--- src/rtl/bitbang_pkg.sv ---
// Shared constants and command decode for the multi-channel bitbang configuration port.
package bitbang_pkg;

  localparam int          CTRL_W     = 16;
  localparam logic [11:0] CTRL_MAGIC = 12'hFAB;
  localparam logic [3:0]  CMD_OFF    = 4'h0;
  localparam logic [3:0]  CMD_RDBK   = 4'hE;

  typedef enum logic [1:0] {
    ACT_NONE,
    ACT_OFF,
    ACT_LOAD,
    ACT_RDBK
  } act_e;

  // Commands above the channel count (other than readback) are silently dropped.
  function automatic act_e decode_cmd(input logic [3:0] cmd, input int num_ch);
    act_e act;
    act = ACT_NONE;
    if (cmd == CMD_OFF)
      act = ACT_OFF;
    else if (cmd == CMD_RDBK)
      act = ACT_RDBK;
    else if (int'(cmd) <= num_ch)
      act = ACT_LOAD;
    return act;
  endfunction

endpackage

--- src/rtl/bitbang_edge_sync.sv ---
// Samples the asynchronous serial pins into clk and produces masked rise/fall strobes.
module bitbang_edge_sync #(
  parameter int SYNC_STAGES = 4
) (
  input  logic i_clk,
  input  logic i_resetn,
  input  logic i_s_clk,
  input  logic i_s_data,
  output logic o_rise,
  output logic o_fall,
  output logic o_sd_old
);

  localparam int CNT_W = $clog2(SYNC_STAGES + 1);

  logic [SYNC_STAGES-1:0] r_sc;
  logic [SYNC_STAGES-1:0] r_sd;
  logic [CNT_W-1:0]       r_warm;
  logic                   w_ready;

  assign w_ready = (r_warm == CNT_W'(SYNC_STAGES));

  always_ff @(posedge i_clk or negedge i_resetn) begin
    if (!i_resetn) begin
      r_sc   <= '0;
      r_sd   <= '0;
      r_warm <= '0;
    end else begin
      r_sc <= {r_sc[SYNC_STAGES-2:0], i_s_clk};
      r_sd <= {r_sd[SYNC_STAGES-2:0], i_s_data};
      if (!w_ready)
        r_warm <= r_warm + CNT_W'(1);
    end
  end

  // Chains fill from zero after reset; masking hides the fake edge a high pin would cause.
  assign o_rise   = w_ready & ~r_sc[SYNC_STAGES-1] &  r_sc[SYNC_STAGES-2];
  assign o_fall   = w_ready &  r_sc[SYNC_STAGES-1] & ~r_sc[SYNC_STAGES-2];
  assign o_sd_old = r_sd[SYNC_STAGES-1];

endmodule

--- src/rtl/bitbang_mc.sv ---
// Bitbang configuration port: data on s_clk rises, control on falls, per-channel loads and readback.
module bitbang_mc
  import bitbang_pkg::*;
#(
  parameter int DATA_W      = 32,
  parameter int NUM_CH      = 1,
  parameter int SYNC_STAGES = 4
) (
  input  logic                     clk,
  input  logic                     resetn,
  input  logic                     s_clk,
  input  logic                     s_data,
  output logic                     s_dout,
  output logic [NUM_CH*DATA_W-1:0] data,
  output logic [NUM_CH-1:0]        strobe,
  output logic                     active,
  input  logic [DATA_W-1:0]        rd_data
);

  logic                     w_rise;
  logic                     w_fall;
  logic                     w_sd_old;
  logic [DATA_W-1:0]        r_data_sr;
  logic [CTRL_W-1:0]        r_ctrl_sr;
  logic [DATA_W-1:0]        r_rd_sr;
  logic                     r_hit_q;
  logic                     r_active;
  logic [NUM_CH*DATA_W-1:0] r_data;
  logic [NUM_CH-1:0]        r_strobe;
  logic [NUM_CH-1:0]        w_strobe_nxt;
  logic                     w_hit;
  logic                     w_new_hit;
  logic [3:0]               w_cmd;
  logic [3:0]               w_ch;
  act_e                     w_act;

  bitbang_edge_sync #(
    .SYNC_STAGES(SYNC_STAGES)
  ) u_edge_sync (
    .i_clk   (clk),
    .i_resetn(resetn),
    .i_s_clk (s_clk),
    .i_s_data(s_data),
    .o_rise  (w_rise),
    .o_fall  (w_fall),
    .o_sd_old(w_sd_old)
  );

  // A command acts only on the cycle the control word first matches.
  assign w_hit        = (r_ctrl_sr[CTRL_W-1:4] == CTRL_MAGIC);
  assign w_cmd        = r_ctrl_sr[3:0];
  assign w_new_hit    = w_hit & ~r_hit_q;
  assign w_act        = w_new_hit ? decode_cmd(w_cmd, NUM_CH) : ACT_NONE;
  assign w_ch         = w_cmd - 4'd1;
  assign w_strobe_nxt = (w_act == ACT_LOAD) ? (NUM_CH'(1) << w_ch) : '0;

  always_ff @(posedge clk or negedge resetn) begin
    if (!resetn) begin
      r_data_sr <= '0;
      r_ctrl_sr <= '0;
      r_rd_sr   <= '0;
      r_hit_q   <= 1'b0;
      r_active  <= 1'b0;
      r_strobe  <= '0;
    end else begin
      r_hit_q  <= w_hit;
      r_strobe <= w_strobe_nxt;
      if (w_rise)
        r_data_sr <= {r_data_sr[DATA_W-2:0], w_sd_old};
      if (w_fall)
        r_ctrl_sr <= {r_ctrl_sr[CTRL_W-2:0], w_sd_old};
      if (w_act == ACT_OFF)
        r_active <= 1'b0;
      else if (w_act == ACT_LOAD)
        r_active <= 1'b1;
      // Capture beats a coincident shift so the first readback bit is never lost.
      if (w_act == ACT_RDBK)
        r_rd_sr <= rd_data;
      else if (w_rise)
        r_rd_sr <= {r_rd_sr[DATA_W-2:0], 1'b0};
    end
  end

  always_ff @(posedge clk or negedge resetn) begin
    if (!resetn) begin
      r_data <= '0;
    end else begin
      for (int k = 0; k < NUM_CH; k++) begin
        if (w_strobe_nxt[k])
          r_data[k*DATA_W +: DATA_W] <= r_data_sr;
      end
    end
  end

  assign data   = r_data;
  assign strobe = r_strobe;
  assign active = r_active;
  assign s_dout = r_rd_sr[DATA_W-1];

endmodule
--- config.mk ---
export PLATFORM = sky130hd
export DESIGN_NAME = bitbang_mc
export DESIGN_NICKNAME = d
export VERILOG_FILES = /design/src/rtl/bitbang_pkg.sv /design/src/rtl/bitbang_edge_sync.sv /design/src/rtl/bitbang_mc.sv
export SDC_FILE = /design/constraint.sdc
export NUM_CORES = 1
export LEC_CHECK = 0
export BUFFER_PORTS_ARGS = -buffer_cell sky130_fd_sc_hd__buf_2
export CAP_MARGIN = 20
export CORE_AREA = 2 2 116 118
export DETAILED_ROUTE_END_ITERATION = 7
export DIE_AREA = 0 0 118 120
export PLACE_DENSITY = 0.65
export SLEW_MARGIN = 20
export SYNTH_ARGS = -nofsm -noshare
export SYNTH_HDL_FRONTEND = slang
export SYNTH_SLANG_ARGS = --single-unit
export TNS_END_PERCENT = 1
--- constraint.sdc ---
create_clock -name clk -period 6.4 [get_ports clk]
set_clock_uncertainty 0.15 [all_clocks]
set_input_delay 0.64 -clock clk [delete_from_list [all_inputs] [get_ports clk]]
set_output_delay 0.64 -clock clk [all_outputs]
set_load 0.02 [all_outputs]
; Word level (Yosys, flattened, before mapping)
; Cells that the tools add are included.
[classes]
eq_ne = 6
mul = 0
div = 0
magnitude_cmp = 1
n_mux = 9
reduce_logical = 3
n_addsub = 2
bitwise = 8
n_shift = 1
[ops]
columns = op, count
row1 = two-way mux 32 bit, 2
row2 = equality test 12 bit (second input constant), 1
row3 = two-way mux 2 bit, 4
row4 = AND 1 bit, 5
row5 = equality test 2 bit (second input constant), 2
row6 = equality test 4 bit (second input constant), 1
row7 = <= comparator 4 x 1 -> 1 bit (second input constant), 1
row8 = zero test 4 bit, 1
row9 = nonzero test 2 bit, 2
row10 = << shifter 1 x 4 -> 1 bit (first input constant), 1
row11 = subtractor 4 x 1 -> 4 bit (second input constant), 1
row12 = adder 3 x 1 -> 3 bit (second input constant), 1
row13 = equality test 3 bit (second input constant), 1
row14 = two-way mux 1 bit, 3
row15 = inverter 1 bit, 3
row16 = equality test 2 x 1 -> 1 bit (second input constant), 1
[word_totals]
n_memories = 0
register_bits = 126
latchBits = 0
inputBits = 36
mem_bits_ro = 0
mem_bits_rw = 0

; Depth between registers and ports, before layout
[depth]
word_depth = 8
depth_mapped = 9
mapped_depth_nobuf = 8

; Hierarchy
; Synthesis repeated with hierarchy kept, for this count alone.
[unflattened]
cells_unflattened = 363
area_unflattened_um2 = 5068.6
[by_module_without_submodules]
columns = mod, n_inst, seq_area_each_um2, cells_per_inst, area_each_um2
row1 = bitbang_mc, 1, 2877.8, 340, 4700.8
row2 = bitbang_edge_sync, 1, 275.3, 23, 367.9

; Worst setup path before layout
; OpenSTA, ideal clock, no wires.
[synth_path]
path_type = register to register
startpoint = reg r_ctrl_sr[10]
endpoint = reg r_data[10] (netlist: data[10])
stages_incl_launch_ff = 9
n_path_buf = 1
t_arrival_ns = 2.288
t_required_ns = 6.125
slack_ns = 3.837
setup_time_ns = 0.125
path_cell_list = dfrtp_1 > nand4bb_1 > nor4_1 > o21a_1 > ha_1 > nand2_1 > nor4_4 > buf_6 > mux2_2
[synth_between]
elab_chain_cells = 5
[synth_lines]
columns = item, line_no
row1 = start: declaration, bitbang_mc.sv:24  ; logic [CTRL_W-1:0] r_ctrl_sr;
row2 = start signal: assignment, bitbang_mc.sv:71  ; r_ctrl_sr <= {r_ctrl_sr[CTRL_W-2:0], w_sd_old};
row3 = equality test 12 bit, bitbang_mc.sv:50  ; assign w_hit = (r_ctrl_sr[CTRL_W-1:4] == CTRL_MAGIC);
row4 = AND 1 bit, bitbang_mc.sv:52  ; assign w_new_hit = w_hit & ~r_hit_q;
row5 = two-way mux 2 bit, bitbang_mc.sv:53  ; assign w_act = w_new_hit ? decode_cmd(w_cmd, NUM_CH) : ACT_NONE;
row6 = equality test 2 bit, bitbang_mc.sv:55  ; assign w_strobe_nxt = (w_act == ACT_LOAD) ? (NUM_CH'(1) << w_ch) : '0;
row7 = two-way mux 1 bit, bitbang_mc.sv:55
row8 = end signal: indexed assignment, bitbang_mc.sv:90  ; r_data[k*DATA_W +: DATA_W] <= r_data_sr;
row9 = end: declaration, bitbang_mc.sv:28  ; logic [NUM_CH*DATA_W-1:0] r_data;
; No other way between the ends.
; A chain may end at the register's enable or synchronous reset.

; Final worst setup path
[layout_path]
startpoint = reg r_ctrl_sr[8]
endpoint = reg r_data[7] (netlist: data[7])
; Same word-level chain as after synthesis.

==> metrics.md <==
| Metric | Value |
|---|---|
| Worst-path maximum fanout | 33 |
| Clk_lat worst skew | 0.41 ns |
| Post-CTS setup buffers | 0 |
| Post-Syn Nets | 405 |
| Final setup TNS | 0 ns |
| CTS Buf Count | 17 |
| I/O Buffers | 70 |
| Critical path launch point type | flop |
| Seq/Total Area, Yosys | 0.623 |
| TritonCTS clock tree | done |
| Global placer's final weighted congestion | 0.701 |
| Root Driver | clkbuf_16 |
| Initial antenna violation count | 0 |
| Biggest area consumer among synthesized cells | dfrtp_1 |
| Syn avg cell area | 14.0 sq um |
| Core area | 13,000 sq um |
| Worst Setup Path Type | flop to flop |
| Min Hold Slack | 0.0928 ns |
| Avg WL per Cell | 13.2 um |
| Final core utilization | 0.473 |
| Cell variety after synth | 27 |
| CTS max path bufs | 2 |
| Hold-fix buffers, CTS | 0 |
| Final period util | 0.445 |
| Drt via density | 4.70 |
| Synth Area in Compound Gates | 0.0396 |
| FILL cells | 1,177 |
| Share of the synthesized area in the top cell type | 0.623 |
| Worst-path clk slew | 0.06 ns |
| Vias in the first global route | 2,904 |
| RSZ-0062 raised after global routing | false |
| Number of max-cap violations | 0 |
| CP Launch Point | r_ctrl_sr[8] |
| Critical Path AT | 3.00 ns |
| Crit Reg-Reg Startpoint | r_ctrl_sr[8] |
| Overall routed net length | 8.21 mm |
| Drt pass-1 iters | 4 |
| Status | finished, final reports clean |
| Mapped Cells | 361 |
| Slew HR | 0.361 |
| NumNets Final | 479 |
| Remaining antenna violation count after routing | 0 |
| Synth Cell Area | 5060 sq um |
| Vias | 2,934 |
| Starting Density | 0.390 |
| First-pass GRT wire length | 14.0 mm |
| # rows | 42 |
| Gr usage total | 0.126 |
| Remaining global-route overflow | 0 |
| Critical path data required time | 6.55 ns |
| CTS sink count | 126 |
| Post-Synth Simple-Gate Area | 0.0519 |
| 1st-iter DRT viols | 134 |
| Die Wd | 118 um |
| Peak supply drop | 0.149 mV |
| LEAKAGE | 3.05 nW |
| Post-cts resize count | 0 |
| Yosys warning total | 0 |
| Tot Pwr | 2.08 mW |
| Post-route DRC violation count | 0 |
| DP HPWL | 5.19 mm |
| Number of synthesized register bits | 126 |
| Post-Synth Adder-Cell Area | 0.0198 |
| Worst-Margin Slew | 0.959 ns |
| Min Tclk post-route | 2.85 ns |
| Diode count | 0 |
| Mux share of post-synthesis cell area | 0.237 |
| Worst min-delay path category | primary input to async pin |
| Crit. End Element | flop |
| Htree depth | 4 |
| Die Span Y | 120 um |
| Num ports | 71 |
| Fin. Hold Viols | 0 |
| Share of cells above drive strength 1 | 0.411 |
| Final Setup Violations | 0 |
| Die ar. | 14,200 sq um |
| Fin. max-slew vios | 0 |
| Fmax | 0.351 GHz |
| Synth area leaders | dfrtp_1 (62%), mux2_2 (17%), mux2i_1 (6.3%), o21ai_0 (3.7%), nand2_1 (2.9%) |
| XOR/XNOR Fraction of Synth Area | 0.00346 |
| Largest net degree at the start of global routing | 77 |
| Area grow syn2layout | 21.3% |
| Largest family of logic cells by synthesized area | multiplexers |
| Cell Pwr Density | 338 nW/um^2 |
-- layer usage --
metal  vias up  share of wire  GRT usage  wire (um)
met5         -              0          0          0
met1      1440           0.49      0.168       3990
met3        17          0.047     0.0461        388
met2        64           0.45      0.182       3660
met4         0          0.021     0.0633        176
li1       1413              -          -          -
-- worst paths after layout --
kind                                  endpoint  slack, ns  cells past startpoint
hold / removal                    r_data_sr[7]       0.09                      1
min in group clk           u_edge_sync.r_sd[0]       0.18                      1
setup / recovery                       data[7]       3.55                      8
setup reg to reg                       data[7]       3.55                      8
hold reg to reg            u_edge_sync.r_sc[1]       0.20                      0
max in group asynchronous        r_ctrl_sr[10]       4.64                      2
-- cells by family after synthesis --
group                    Yosys count
flip-flops                       126
multiplexers                     110
AND/OR/NAND/NOR                   53
AO/OA/AOI/OAI                     39
buffers and inverters             23
adder cells (fa/ha/maj)            8
XOR/XNOR                           2
-- where the power goes --
part | internal, mW | switching (mW)
registers | 0.902 | 0.0702
clock network | 0.580 | 0.365
logic | 0.0944 | 0.0654
-- stage by stage --
stage                     std cells  worst slack [ns]  cell area, sq um
after floorplan                 361              3.84              5060
after global placement          592              3.65              5550
after detailed placement        592              3.53              5550
after CTS                       624              3.52              6140
after global routing            624              3.31              6140
final                           624              3.55              6140
-- synth_stat cells (all sizes together) --
library cell and n:
ha 8, nand2 39, nand4bb 1, nor3 1, nor3b 1, mux2 78
clkbuf 6, xor2 1, nor2 3, inv 5, o21ai 37, and3 1
nand4b 3, nor4 2, mux2i 32, xnor2 1, o21a 2, buf 12
nor4b 1, dfrtp 126, nand4 1
-- critical path: stages, from the launching register on --
cell and delay, ns:
dfrtp_1 0.39, nand4bb_1 0.20, nor4_1 0.52, o21a_1 0.23, ha_1 0.14, nand2_1 0.08
nor4_4 0.20, buf_4 0.43, mux2_2 0.39
-- sequential cells by signal, summed over array words and instances (netlist names) --
| name | cells |
|---|---|
| r_hit_q | 1 |
| u_edge_sync.r_warm | 3 |
| u_edge_sync.r_sc | 4 |
| active | 1 |
| strobe | 1 |
| r_data_sr | 32 |
| r_rd_sr | 32 |
| r_ctrl_sr | 16 |
| u_edge_sync.r_sd | 4 |
| data | 32 |
-- cells in the final DEF, fill, tap and decap left out, types with 2 or more instances in the layout --
cell	instances
mux2_2	77
bufinv_16	2
mux2i_1	32
o21ai_0	37
nor2_1	3
nand4b_1	2
dfrtp_1	126
clkbuf_16	17
buf_4	4
inv_6	5
ha_1	7
buf_2	69
o21a_1	2
clkinv_4	4
nand2_1	39
inv_1	5
clkinvlp_4	2
-- final cells by class --
| class | instances | area [sq um] | share of cell area |
|---|---|---|---|
| Clock buffer | 18 | 429 | 0.0699 |
| Clock inverter | 14 | 159 | 0.0259 |
| Inverter | 5 | 18.8 | 0.00306 |
| Multi-Input combinational cell | 212 | 1780 | 0.290 |
| Sequential cell | 126 | 3150 | 0.514 |
| Tap cell | 176 | 220 | 0.0359 |
| Timing Repair Buffer | 73 | 375 | 0.0612 |
(Power assumes the default switching activity.)
